**config.mk**
```make
export PLATFORM = sky130hd
export DESIGN_NAME = probe_display_controller_flat
export DESIGN_NICKNAME = d
export VERILOG_FILES = /design/src/rtl/probe_display_controller_if.sv /design/src/rtl/probe_display_controller.sv /design/src/flat_wrapper.sv
export SDC_FILE = /design/constraint.sdc
export NUM_CORES = 1
export LEC_CHECK = 0
export BUFFER_PORTS_ARGS = -buffer_cell sky130_fd_sc_hd__buf_2
export CAP_MARGIN = 40
export CORE_MARGIN = 1
export CORE_UTILIZATION = 55
export CTS_CLUSTER_DIAMETER = 100
export DETAILED_ROUTE_END_ITERATION = 10
export PLACE_DENSITY_LB_ADDON = 0.05
export SKIP_CTS_REPAIR_TIMING = 1
export SYNTH_ARGS = -nofsm -noshare
export SYNTH_HDL_FRONTEND = slang
export SYNTH_SLANG_ARGS = --single-unit
```
**constraint.sdc**
```tcl
create_clock -name clock -period 5.6 [get_ports clock]
set_input_delay 1.12 -clock clock [delete_from_list [all_inputs] [get_ports clock]]
set_output_delay 1.12 -clock clock [all_outputs]
set_load 0.05 [all_outputs]
```
**src/rtl/probe_display_controller_if.sv**
```systemverilog
// probe_display_controller_if: control keys and probe words in, clock-enable, status and display out.
// Ports (master = board side, slave = controller): run, halt, step_n, page_n, channel_data ->
// cpu_enable, running, channel_sel, tick_count, hex_out <-
interface probe_display_controller_if #(
    parameter int CHANNELS = 4,
    parameter int WIDTH    = 32
);
    localparam int SW = $clog2(CHANNELS);
    logic                      run;
    logic                      halt;
    logic                      step_n;
    logic                      page_n;
    logic [CHANNELS*WIDTH-1:0] channel_data;
    logic                      cpu_enable;
    logic                      running;
    logic [SW-1:0]             channel_sel;
    logic [31:0]               tick_count;
    logic [55:0]               hex_out;
    modport master (
        output run, halt, step_n, page_n, channel_data,
        input  cpu_enable, running, channel_sel, tick_count, hex_out
    );
    modport slave (
        input  run, halt, step_n, page_n, channel_data,
        output cpu_enable, running, channel_sel, tick_count, hex_out
    );
endinterface

```
**src/rtl/probe_display_controller.sv**
```systemverilog
// probe_display_controller: run/step processor clock-enable generator with paged hex probe display.
// Ports: clock, reset (synchronous, active-high); bus (slave) takes run/halt levels, raw active-low
// step/page keys and probe words; returns the enable pulse, run status, selected channel,
// enable count and eight active-low seven-segment digits.
module probe_display_controller #(
    parameter int CHANNELS = 4,
    parameter int WIDTH    = 32,
    parameter int DIV      = 25000000,
    parameter int DEBOUNCE = 500000
) (
    input  logic                      clock,
    input  logic                      reset,
    probe_display_controller_if.slave bus
);
    localparam int SW = $clog2(CHANNELS);
    localparam int DW = $clog2(DIV);
    localparam int CW = $clog2(DEBOUNCE);
    localparam logic [0:0] HALTED  = 1'b0;
    localparam logic [0:0] RUNNING = 1'b1;

    function automatic logic [6:0] glyph(input logic [3:0] n);
        case (n)
            4'h0: glyph = 7'h40;
            4'h1: glyph = 7'h79;
            4'h2: glyph = 7'h24;
            4'h3: glyph = 7'h30;
            4'h4: glyph = 7'h19;
            4'h5: glyph = 7'h12;
            4'h6: glyph = 7'h02;
            4'h7: glyph = 7'h78;
            4'h8: glyph = 7'h00;
            4'h9: glyph = 7'h10;
            4'hA: glyph = 7'h08;
            4'hB: glyph = 7'h03;
            4'hC: glyph = 7'h46;
            4'hD: glyph = 7'h21;
            4'hE: glyph = 7'h06;
            default: glyph = 7'h0E;
        endcase
    endfunction

    // key index 0 = step, 1 = page
    logic [1:0]          sync1_q, sync1_d, sync2_q, sync2_d;
    logic [1:0]          acc_q, acc_d, last_q, last_d, press_q, press_d, fire;
    logic [1:0][CW-1:0]  cnt_q, cnt_d;
    logic [0:0]          state_q, state_d;
    logic [DW-1:0]       div_q, div_d;
    logic                cpu_enable_q, cpu_enable_d;
    logic [31:0]         tick_count_q, tick_count_d;
    logic [SW-1:0]       channel_sel_q, channel_sel_d;
    logic [55:0]         hex_q, hex_d;
    logic [WIDTH-1:0]    word;
    logic                go, stop, tc;

    always_comb begin
        sync1_d = {bus.page_n, bus.step_n};
        sync2_d = sync1_q;
        for (int i = 0; i < 2; i++) begin
            fire[i]  = (sync2_q[i] != acc_q[i]) && (cnt_q[i] == CW'(DEBOUNCE - 1));
            cnt_d[i] = (sync2_q[i] == acc_q[i] || fire[i]) ? '0 : cnt_q[i] + 1'b1;
            acc_d[i] = fire[i] ? sync2_q[i] : acc_q[i];
        end
        // press = accepted level seen falling, one cycle after acceptance
        last_d  = acc_q;
        press_d = last_q & ~acc_q;
        go      = state_q == HALTED && bus.run && !bus.halt;
        stop    = state_q == RUNNING && (bus.halt || !bus.run);
        tc      = div_q == DW'(DIV - 1);
        state_d = go ? RUNNING : stop ? HALTED : state_q;
        div_d   = (state_q == HALTED || stop || tc) ? '0 : div_q + 1'b1;
        // a step press is dropped when the FSM leaves HALTED the same cycle; halt wins over terminal count
        cpu_enable_d  = state_q == HALTED ? press_q[0] && !go : tc && !stop;
        tick_count_d  = tick_count_q + 32'(cpu_enable_d);
        channel_sel_d = !press_q[1] ? channel_sel_q :
                        channel_sel_q == SW'(CHANNELS - 1) ? '0 : channel_sel_q + 1'b1;
        word = '0;
        for (int k = 0; k < CHANNELS; k++)
            if (channel_sel_q == SW'(k)) word = bus.channel_data[k*WIDTH +: WIDTH];
        hex_d = '1;
        for (int d = 0; d < WIDTH/4; d++) hex_d[d*7 +: 7] = glyph(word[d*4 +: 4]);
    end

    always_ff @(posedge clock) begin
        if (reset) begin
            sync1_q      <= 2'b11;
            sync2_q      <= 2'b11;
            acc_q        <= 2'b11;
            last_q       <= 2'b11;
            press_q      <= '0;
            cnt_q        <= '0;
            state_q      <= HALTED;
            div_q        <= '0;
            cpu_enable_q <= 1'b0;
            tick_count_q <= '0;
            channel_sel_q <= '0;
            hex_q        <= '1;
        end else begin
            sync1_q      <= sync1_d;
            sync2_q      <= sync2_d;
            acc_q        <= acc_d;
            last_q       <= last_d;
            press_q      <= press_d;
            cnt_q        <= cnt_d;
            state_q      <= state_d;
            div_q        <= div_d;
            cpu_enable_q <= cpu_enable_d;
            tick_count_q <= tick_count_d;
            channel_sel_q <= channel_sel_d;
            hex_q        <= hex_d;
        end
    end

    assign bus.cpu_enable  = cpu_enable_q;
    assign bus.running     = state_q == RUNNING;
    assign bus.channel_sel = channel_sel_q;
    assign bus.tick_count  = tick_count_q;
    assign bus.hex_out     = hex_q;
endmodule

```
**src/flat_wrapper.sv**
```systemverilog
// flat-port wrapper written by rule: the top's interface ports become plain ports
module probe_display_controller_flat 
#(
    parameter int CHANNELS = 4,
    parameter int WIDTH    = 32,
    parameter int DIV      = 25000000,
    parameter int DEBOUNCE = 500000
)
  (clock, reset, bus_run, bus_halt, bus_step_n, bus_page_n, bus_channel_data, bus_cpu_enable, bus_running, bus_channel_sel, bus_tick_count, bus_hex_out);
  probe_display_controller_if #(.CHANNELS(CHANNELS), .WIDTH(WIDTH)) bus_i ();
  input  logic clock;
  input  logic reset;
  input wire logic [$bits(bus_i.run)-1:0] bus_run;
  input wire logic [$bits(bus_i.halt)-1:0] bus_halt;
  input wire logic [$bits(bus_i.step_n)-1:0] bus_step_n;
  input wire logic [$bits(bus_i.page_n)-1:0] bus_page_n;
  input wire logic [$bits(bus_i.channel_data)-1:0] bus_channel_data;
  output wire logic [$bits(bus_i.cpu_enable)-1:0] bus_cpu_enable;
  output wire logic [$bits(bus_i.running)-1:0] bus_running;
  output wire logic [$bits(bus_i.channel_sel)-1:0] bus_channel_sel;
  output wire logic [$bits(bus_i.tick_count)-1:0] bus_tick_count;
  output wire logic [$bits(bus_i.hex_out)-1:0] bus_hex_out;
  assign bus_i.run = bus_run;
  assign bus_i.halt = bus_halt;
  assign bus_i.step_n = bus_step_n;
  assign bus_i.page_n = bus_page_n;
  assign bus_i.channel_data = bus_channel_data;
  assign bus_cpu_enable = bus_i.cpu_enable;
  assign bus_running = bus_i.running;
  assign bus_channel_sel = bus_i.channel_sel;
  assign bus_tick_count = bus_i.tick_count;
  assign bus_hex_out = bus_i.hex_out;
  probe_display_controller #(.CHANNELS(CHANNELS), .WIDTH(WIDTH), .DIV(DIV), .DEBOUNCE(DEBOUNCE)) u_core (.clock(clock), .reset(reset), .bus(bus_i));
endmodule
```
Word level (Yosys, flattened, before mapping)
Memories as Yosys holds them, arrays and structs flattened. A register that Yosys moved wholly into a read port is not among the register bits.
Index checks and enable logic that the tools add are counted.
{"block": "word_totals", "regBits": 109, "word_cells": 68, "mem_count": 8, "out_inout_bits": 92, "in_bits": 134, "mem_bits_ro": 896}
{"memory": "(no name shown)", "words": 16, "width": 7, "rd": 1, "rd_ports_with_merged_regs": 1, "write_ports": 0, "line": "probe_display_controller.sv:22", "source": "case (n)"}
{"memory": "(no name shown)", "words": 16, "width": 7, "rd": 1, "rd_ports_with_merged_regs": 1, "write_ports": 0, "line": "probe_display_controller.sv:22"}
{"memory": "(no name shown)", "words": 16, "width": 7, "rd": 1, "rd_ports_with_merged_regs": 1, "write_ports": 0, "line": "probe_display_controller.sv:22"}
{"memory": "(no name shown)", "words": 16, "width": 7, "rd": 1, "rd_ports_with_merged_regs": 1, "write_ports": 0, "line": "probe_display_controller.sv:22"}
{"memory": "(no name shown)", "words": 16, "width": 7, "rd": 1, "rd_ports_with_merged_regs": 1, "write_ports": 0, "line": "probe_display_controller.sv:22"}
{"memory": "(no name shown)", "words": 16, "width": 7, "rd": 1, "rd_ports_with_merged_regs": 1, "write_ports": 0, "line": "probe_display_controller.sv:22"}
{"memory": "+2 memories"}
{"block": "classes", "bitwise": 3, "muxes": 8, "n_addsub": 5, "reduce_logical": 21, "eq_ne": 10}
{"operator": "2-to-1 mux 32 bit", "n": 4}
{"operator": "adder 19 x 1 -> 19 bit, second input constant", "n": 2}
{"operator": "== test 19 bit, second input constant", "n": 2}
{"operator": "adder 32 x 1 -> 32 bit", "n": 1}
{"operator": "adder 25 x 1 -> 25 bit, second input constant", "n": 1}
{"operator": "== test 25 bit, second input constant", "n": 1}
{"operator": "logical AND 1 bit", "n": 7}
{"operator": "OR reduction 2 bit", "n": 3}
{"operator": "logical OR 1 bit", "n": 5}
{"operator": "== test 2 bit, second input constant", "n": 2}
{"operator": "zero test 1 bit", "n": 4}
{"operator": "2-to-1 mux 1 bit", "n": 3}
{"operator": "adder 2 x 1 -> 2 bit, second input constant", "n": 1}
{"operator": "AND 2 bit", "n": 1}
{"operator": "== test 1 bit", "n": 2}
{"operator": "== test 2 x 1 -> 1 bit, second input constant", "n": 1}
{"operator": "zero test 2 bit", "n": 1}
{"operator": "2-to-1 mux 2 bit", "n": 1}
{"operator": "!= test 1 bit", "n": 2}
{"operator": "NOT 2 bit", "n": 1}
{"operator": "nonzero test 2 bit", "n": 1}
{"operator": "NOT 1 bit", "n": 1}

Longest topological paths before layout
Gate-level depths: netlist (run 1).
{"block": "logic_depth", "depth_word": 7, "ltp_mapped": 14, "depth_no_buf": 12}

Worst setup path after synthesis (run 1)
Ideal clock, no wire load.
{"block": "synth_path", "path_kind": "in2reg", "startpoint": "input bus_run", "endpoint": "register u_core.tick_count_q[28] (netlist: u_core.bus.tick_count[28])", "t_arrival_ps": 3027, "n_path_buf": 0, "path_stages": 10, "path_slack_ps": 2446, "required_time_ps": 5472, "setup_ps": 128, "cell_sequence": "nor2b_1 -> nand2_1 -> o21ai_0 -> ha_1 -> ha_1 -> nand4_1 -> nor4_1 -> nand4_1 -> xnor2_1 -> nor2_1"}
{"block": "synth_via", "elab_chain_len": 7, "elab_cells_between_ends": 11, "classes_between": "1 x add/sub; 1 x mux; 9 x reduce/logical"}
{"item": "from (decl)", "line": "flat_wrapper.sv:13", "source": "input wire logic [$bits(bus_i.run)-1:0] bus_run;"}
{"item": "zero test 1 bit", "line": "probe_display_controller.sv:67", "source": "stop = state_q == RUNNING && (bus.halt || !bus.run);"}
{"item": "logical OR 1 bit", "line": "probe_display_controller.sv:67"}
{"item": "logical AND 1 bit", "line": "probe_display_controller.sv:67"}
{"item": "zero test 1 bit", "line": "probe_display_controller.sv:72", "source": "cpu_enable_d = state_q == HALTED ? press_q[0] && !go : tc && !stop;"}
{"item": "logical AND 1 bit", "line": "probe_display_controller.sv:72"}
{"item": "2-to-1 mux 1 bit (*)", "line": "probe_display_controller.sv:72"}
{"item": "named net u_core.cpu_enable_d", "line": "probe_display_controller.sv:48", "source": "logic cpu_enable_q, cpu_enable_d;"}
{"item": "adder 32 x 1 -> 32 bit (*)", "line": "probe_display_controller.sv:73", "source": "tick_count_d = tick_count_q + 32'(cpu_enable_d);"}
{"item": "to (signal assigned)", "line": "probe_display_controller.sv:107", "source": "tick_count_q <= tick_count_d;"}
{"item": "to (decl)", "line": "probe_display_controller.sv:49", "source": "logic [31:0] tick_count_q, tick_count_d;"}
The timed path passes the listed nets; every way through them passes the cells marked *.
A chain may end at the register's enable or synchronous reset.

Worst setup path in the final report (run 1)
{"block": "layout_path", "startpoint": "register u_core.channel_sel_q[0] (netlist: u_core.bus.channel_sel[0])", "endpoint": "register u_core.hex_q[14] (netlist: u_core.bus.hex_out[14])"}
{"block": "layout_via", "elab_chain_len": 5, "elab_cells_between_ends": 8, "classes_between": "3 x eq/ne; 4 x mux; 1 x reduce/logical"}
{"item": "from (decl)", "line": "probe_display_controller.sv:50", "source": "logic [SW-1:0] channel_sel_q, channel_sel_d;"}
{"item": "from (signal assigned)", "line": "probe_display_controller.sv:108", "source": "channel_sel_q <= channel_sel_d;"}
{"item": "zero test 2 bit", "line": "probe_display_controller.sv:78", "source": "if (channel_sel_q == SW'(k)) word = bus.channel_data[k*WIDTH +: WIDTH];"}
{"item": "2-to-1 mux 32 bit (3 in series)", "line": "probe_display_controller.sv:78"}
{"item": "2-to-1 mux 32 bit (*)", "line": "probe_display_controller.sv:78"}
{"item": "to (decl)", "line": "probe_display_controller.sv:51", "source": "logic [55:0] hex_q, hex_d;"}
Every way passes the cells marked *; elsewhere a longest branch is shown, timed or not.

==> results of run 1 <==
[cell type report]
class | count | area, sq um | share of cell area (%)
flip-flops and latches | 165 | 3300 | 30.5
well taps | 216 | 270 | 2.50
clock buffers | 19 | 453 | 4.18
inverters | 34 | 128 | 1.18
repair buffers | 234 | 1210 | 11.2
multi-input cells | 745 | 5310 | 49.1
clock inverters | 13 | 146 | 1.35
[layer usage]
layer / wire (microns) / part of all wire, % / up-vias
met5: 11 / 0.048 / -
met4: 630 / 2.7 / 2
met3: 1270 / 5.5 / 47
met2: 10700 / 46 / 219
met1: 10500 / 45 / 3695
li1: - / - / 3993
[worst max-delay path by stage]
stage | from | endpoint | slack (ns)
floorplan | bus_run | u_core.bus.tick_count[28]$_SDFF_PP0_ | 2.45
CTS | u_core.div_q[0]$_SDFF_PP0_ | u_core.bus.tick_count[28]$_SDFF_PP0_ | 2.04
global route | u_core.bus.channel_sel[0]$_SDFFE_PP0P_ | u_core.bus.hex_out[14]$_SDFF_PP1_ | 1.94
finish | u_core.bus.channel_sel[0]$_SDFFE_PP0P_ | u_core.bus.hex_out[14]$_SDFF_PP1_ | 2.19
global placement | bus_run | u_core.bus.tick_count[28]$_SDFF_PP0_ | 1.96
detailed placement | bus_run | u_core.bus.tick_count[28]$_SDFF_PP0_ | 1.82
[cell families (layout without fill, tap and decap cells)]
kind of cell | after synthesis | after routing | synth area share (%)
adders and majority gates | 57 | 57 | 7.89
buffers and inverters | 85 | 300 | 4.68
AOI/OAI and AO/OA | 175 | 175 | 16.6
and+or+nand+nor | 394 | 394 | 22.2
muxes | 31 | 31 | 3.54
xor gates and xnor gates | 88 | 88 | 8.53
DFF | 165 | 165 | 36.5
[state kept, by name (all words and copies together), names as in the netlist]
register                cells
u_core.sync1_q              2
u_core.bus.running          1
u_core.sync2_q              2
u_core.last_q               2
u_core.div_q               25
u_core.press_q              2
u_core.cnt_q               38
u_core.bus.cpu_enable       1
u_core.bus.tick_count      32
u_core.acc_q                2
u_core.bus.channel_sel      2
u_core.bus.hex_out         56
[synth_stat cells, types with 7 or more instances]
library cell    n
a21oi_1        16
a221o_1        21
a31oi_1        14
and3_1         14
and4_1         11
buf_2          20
buf_6           9
clkbuf_1       17
dfxtp_1       165
ha_1           57
inv_1          32
mux2i_1        26
nand2_1        60
nand2b_1       14
nand3_1        43
nand4_1        30
nor2_1        134
nor2b_1         8
nor3_1         24
nor4_1         10
o21ai_0        19
o221ai_1       16
o221ai_2        8
o22ai_1         7
or2_2          11
xnor2_1        29
xor2_1         59
[worst register-to-register path, delay by kind of cell (launching register included)]
| kind | cells | cell delay, ns |
|---|---|---|
| compound gates | 4 | 0.64 |
| fa+ha+maj | 2 | 0.82 |
| buf+inv | 3 | 0.55 |
| flops | 1 | 0.36 |
| simple gates | 3 | 0.93 |
[power by group through the flow]
stage,clock network [mW],logic [mW],registers (mW)
global placement,0,0.397,1.25
detailed placement,0,0.399,1.25
CTS,1.20,0.401,1.22
floorplan,0,0.155,1.37
finish,1.18,0.402,1.22
global route,1.25,0.431,1.22
==> results.toml, run 1 <==
[power_and_ir_drop]
pwr-share-clk_pct = 42.2
power.leakage_nw = 4.54
seq_power_share_pct = 43.5
internal-power_mw = 2.03
finalPower_mw = 2.81
peakVddDrop_mv = 0.249
power_density_mw_per_mm2 = 259
combPwrFrac_pct = 14.3
switchingPower_uw = 777
swShare_pct = 27.7

[route]
first_pass_iters = 4
drtIter0Drc = 388
wl_mm = 23.2
antenna_left = 0
viasPerCell = 5.58
wl_per_cell_microns = 16.2
drc_errors = 0
vias = 7956

[place]
port_buffers = 225
dpl-instance-area_sq_mm = 0.0102
dp_hpwl_mm = 16.6
gp_congestion = 0.889
dpl.cell_count = 1393
place_ws_ns = 1.82

[die]
io_pins = 226
die_h_microns = 130
rows = 46
dieArea_sq_mm = 0.0169
start_util_pct = 56.7
fp.dieW_microns = 130
core_area_sq_mm = 0.0159

[setup_path]
worstPathCellList = "inv_1, ha_1, nor2b_1, buf_4, a221oi_1, nor2_1, inv_1, ha_1, or2_2, a2111oi_0, a31o_2, a211oi_2"
cp_max_fo = 18
r2r-end = "u_core.bus.hex_out[14]$_SDFF_PP1_"
cp-start-kind = "flop"
rr_worst_depth = 12
rrSetupSlack_ns = 2.19
slowest_stage = "ha_1"
rr_startpoint = "u_core.bus.channel_sel[0]$_SDFFE_PP0P_"
path_buf_inv = 3
critPathArrivalTime_ns = 3.71
crit_cells = 12
worstSetupPathType = "reg2reg"
critical-path-top-delay-family = "simple AND/OR/NAND/NOR gates"
worstPathRequired_ns = 5.90
critPathMaxStageDelay_ns = 0.58
end_kind = "flop"

[global_routing]
grt_pass1_wl_mm = 37.1
grt.busiest_layer = "met2"
grt_use_met3_pct = 7.01
grt_max_degree = 74
antenna_found_initial = 1
grt_overflow = 0
grt_pass1_vias = 7429
grtUsageTotal_pct = 28.0
grt_use_met1_pct = 35.5
grtUsageMet2_pct = 45.2

[hold_path]
hold_start = "u_core.sync1_q[1]$_SDFF_PP1_"
whs_path_depth = 1
holdPathEnd = "u_core.sync2_q[1]$_SDFF_PP1_"
hp-class = "reg2reg"

[timing]
slew_violations = 0
tns_ns = 0
setup-violations-final = 0
finalCritPeriodShare_pct = 60.8
period_needed_ns = 3.41
slew_headroom_pct = 48.7
rsz0062_at_grt = "no"
clock.fmax_mhz = 293
finalHoldViolations = 0
worst_pin_slew_ns = 0.761
final.setup.worst_slack_ns = 2.19
fin_skew_ns = 0.00629
whs_ns = 0.409

[cts]
worstSkewPairLatency_ns = 0.43
root_buffer = "clkbuf_16"
clk_pin_slew_worst_paths_ns = 0.07
cts_buffers = 17
cts_tree = "yes"
clock-sinks = 165
cts_max_level = 4
clockBufferDepth = 2

[cells_and_area]
area_growth_pct = 19.8
mostFrequentLayoutCell = "buf_2"
design_area_sq_mm = 0.0108
drive_above_1_share_pct = 26.3
fillers = 1378
diodes = 0
layout.cells.non_filler = 1426
fin_util_pct = 67.9
layout_common_cells = "buf_2, dfxtp_1, nor2_1"
nets = 1388

[logic_synthesis]
yosysWarnings = 0
synth_area_leader_cell = "dfxtp_1"
synthArstFlopShare_pct = 0
synthCells = 995
synth.area.top_cells = "dfxtp_1, ha_1, xor2_1"
ys_types = 83
syn_avg_cell_area_sq_um = 9.08
synth_nets = 1186
synthesis.area_sq_mm = 0.00904
synth_top_cell_area_share_pct = 36.5
synth-seq-cells = 165
yosysSeqAreaShare_pct = 36.5
ys.flop_type = "dfxtp_1"
synth_edf_count = 0

[outcome]
run_status = "finished clean"

[flow_run]
cap_violations = 0
Note: power is estimated with default switching activity, not from simulation.
==> inputs of run 2 (changes only) <==
--- a/config.mk
+++ b/config.mk
@@ -8,7 +8,7 @@
 export BUFFER_PORTS_ARGS = -buffer_cell sky130_fd_sc_hd__buf_2
 export CAP_MARGIN = 40
 export CORE_MARGIN = 1
-export CORE_UTILIZATION = 55
+export CORE_UTILIZATION = 54
 export CTS_CLUSTER_DIAMETER = 100
 export DETAILED_ROUTE_END_ITERATION = 10
 export PLACE_DENSITY_LB_ADDON = 0.05
==> constraint.sdc (replaced) <==
create_clock -name clock -period 3.3 [get_ports clock]
set_input_delay 0.66 -clock clock [delete_from_list [all_inputs] [get_ports clock]]
set_output_delay 0.66 -clock clock [all_outputs]
set_load 0.05 [all_outputs]
==> results.toml, run 2 (synthesis results as in run 1) <==
[die]
start_util_pct = 56.1
fp.dieW_microns = 131
die_h_microns = 131
rows = 46
io_pins = 226
core_area_sq_mm = 0.0161
dieArea_sq_mm = 0.0173

[cells_and_area]
drive_above_1_share_pct = 27.4
layout_common_cells = "buf_2, dfxtp_1, nor2_1"
diodes = 0
fillers = 1331
largest_reg_flops = 56
area_growth_pct = 21.1
layout.area.seq_sq_mm = 0.00330
multi_input_area_sq_mm = 0.00532
mostFrequentLayoutCell = "buf_2"
nets = 1405

[timing]
finalCritPeriodShare_pct = 93.6
worst_pin_slew_ns = 0.888
slew_headroom_pct = 40.8
clock.fmax_mhz = 324
period_needed_ns = 3.09
rsz0062_at_grt = "no"
slew_violations = 0
fin_skew_ns = 0.0142
final.setup.worst_slack_ns = 0.210
setup-violations-final = 0
whs_ns = 0.407
tns_ns = 0
finalHoldViolations = 0

[global_routing]
antenna_found_initial = 0
grtUsageTotal_pct = 27.7
grt_pass1_wl_mm = 38.8
grt_overflow = 0
grt_max_degree = 52
grt_pass1_vias = 7721

[cts]
cts_max_level = 4
cts_tree = "yes"
clock-sinks = 165
root_buffer = "clkbuf_16"
worstSkewPairLatency_ns = 0.43
clockBufferDepth = 2
cts_buffers = 17
clk_pin_slew_worst_paths_ns = 0.07

[route]
wl_per_cell_microns = 16.5
drtIter0Drc = 498
wl_mm = 23.8
first_pass_iters = 6
vias = 8242
antenna_left = 0
viasPerCell = 5.71
drc_errors = 0

[place]
place_ws_ns = 0.311
port_buffers = 225
gp_congestion = 0.897
dp_hpwl_mm = 17.2

[flow_run]
cap_violations = 0

[setup_path]
cp-start-kind = "flop"
worstPathRequired_ns = 3.60
critPathArrivalTime_ns = 3.39
end_kind = "flop"
cp_max_fo = 6
worstSetupPathType = "reg2reg"

[power_and_ir_drop]
peakVddDrop_mv = 0.376
power.leakage_nw = 4.62
power_density_mw_per_mm2 = 436

[hold_path]
hp-class = "reg2reg"

[outcome]
run_status = "finished clean"
[run 2: changes by cell type in the layout (fill, tap and decap cells not counted), sizes merged]
cell / delta
buf: +18
clkbuf: -3
inv: +3
bufinv: -1
[run 2: final cells by class]
cell class | instances | share of cell area, %
Clock buffer | 17 | 3.89
Clock inverter | 15 | 1.53
Inverter | 34 | 1.17
Multi-Input combinational cell | 745 | 48.6
Sequential cell | 165 | 30.2
Tap cell | 216 | 2.47
Timing Repair Buffer | 251 | 12.2
[run 2: power breakdown]
group | switching, mW | internal (mW) | total (mW)
registers | 0.0179 | 2.05 | 2.07
clock network | 0.921 | 1.08 | 2.00
logic | 0.468 | 0.230 | 0.698
[run 2: through the flow]
| step | utilization [%] | instance area (sq um) | power, mW | std cells |
|---|---|---|---|---|
| 2_1_floorplan | - | 9040 | 2.59 | 995 |
| 3_3_place_gp | 64.2 | 10400 | 2.81 | 1411 |
| 3_5_place_dp | 64.2 | 10400 | 2.81 | 1411 |
| 4_1_cts | 67.9 | 10900 | 4.80 | 1443 |
| 5_1_grt | 67.9 | 10900 | 4.93 | 1443 |
| 6_report | 67.9 | 10900 | 4.77 | 1443 |
[run 2: path summary, 6_finish.rpt]
check	slack, ns	start	end	depth (start not counted)
setup reg to reg	0.21	u_core.div_q[0]$_SDFF_PP0_	u_core.bus.tick_count[28]$_SDFF_PP0_	13
hold reg to reg	0.41	u_core.last_q[0]$_SDFF_PP1_	u_core.press_q[0]$_SDFF_PP0_	2
hold / removal	0.41	u_core.last_q[0]$_SDFF_PP1_	u_core.press_q[0]$_SDFF_PP0_	2
setup / recovery	0.21	u_core.div_q[0]$_SDFF_PP0_	u_core.bus.tick_count[28]$_SDFF_PP0_	13
[run 2: per-layer routing]
layer	vias to the layer above	GRT usage, %	wire [microns]
met5	-	0	0
met4	0	9.43	519
met3	36	6.44	1580
met2	303	45.6	11200
met1	3869	35.6	10500
li1	4034	-	-
[run 2: worst max-delay path, stage by stage (launching register included)]
cell and delay, ns:
dfxtp_1 0.37, ha_1 0.21, inv_1 0.09, nor2_1 0.18, nand4_1 0.14, o21ai_0 0.40
ha_1 0.30, ha_1 0.22, nand4_1 0.21, nor4_1 0.30, buf_4 0.21, nand4_1 0.12
xnor2_1 0.16, nor2_1 0.05
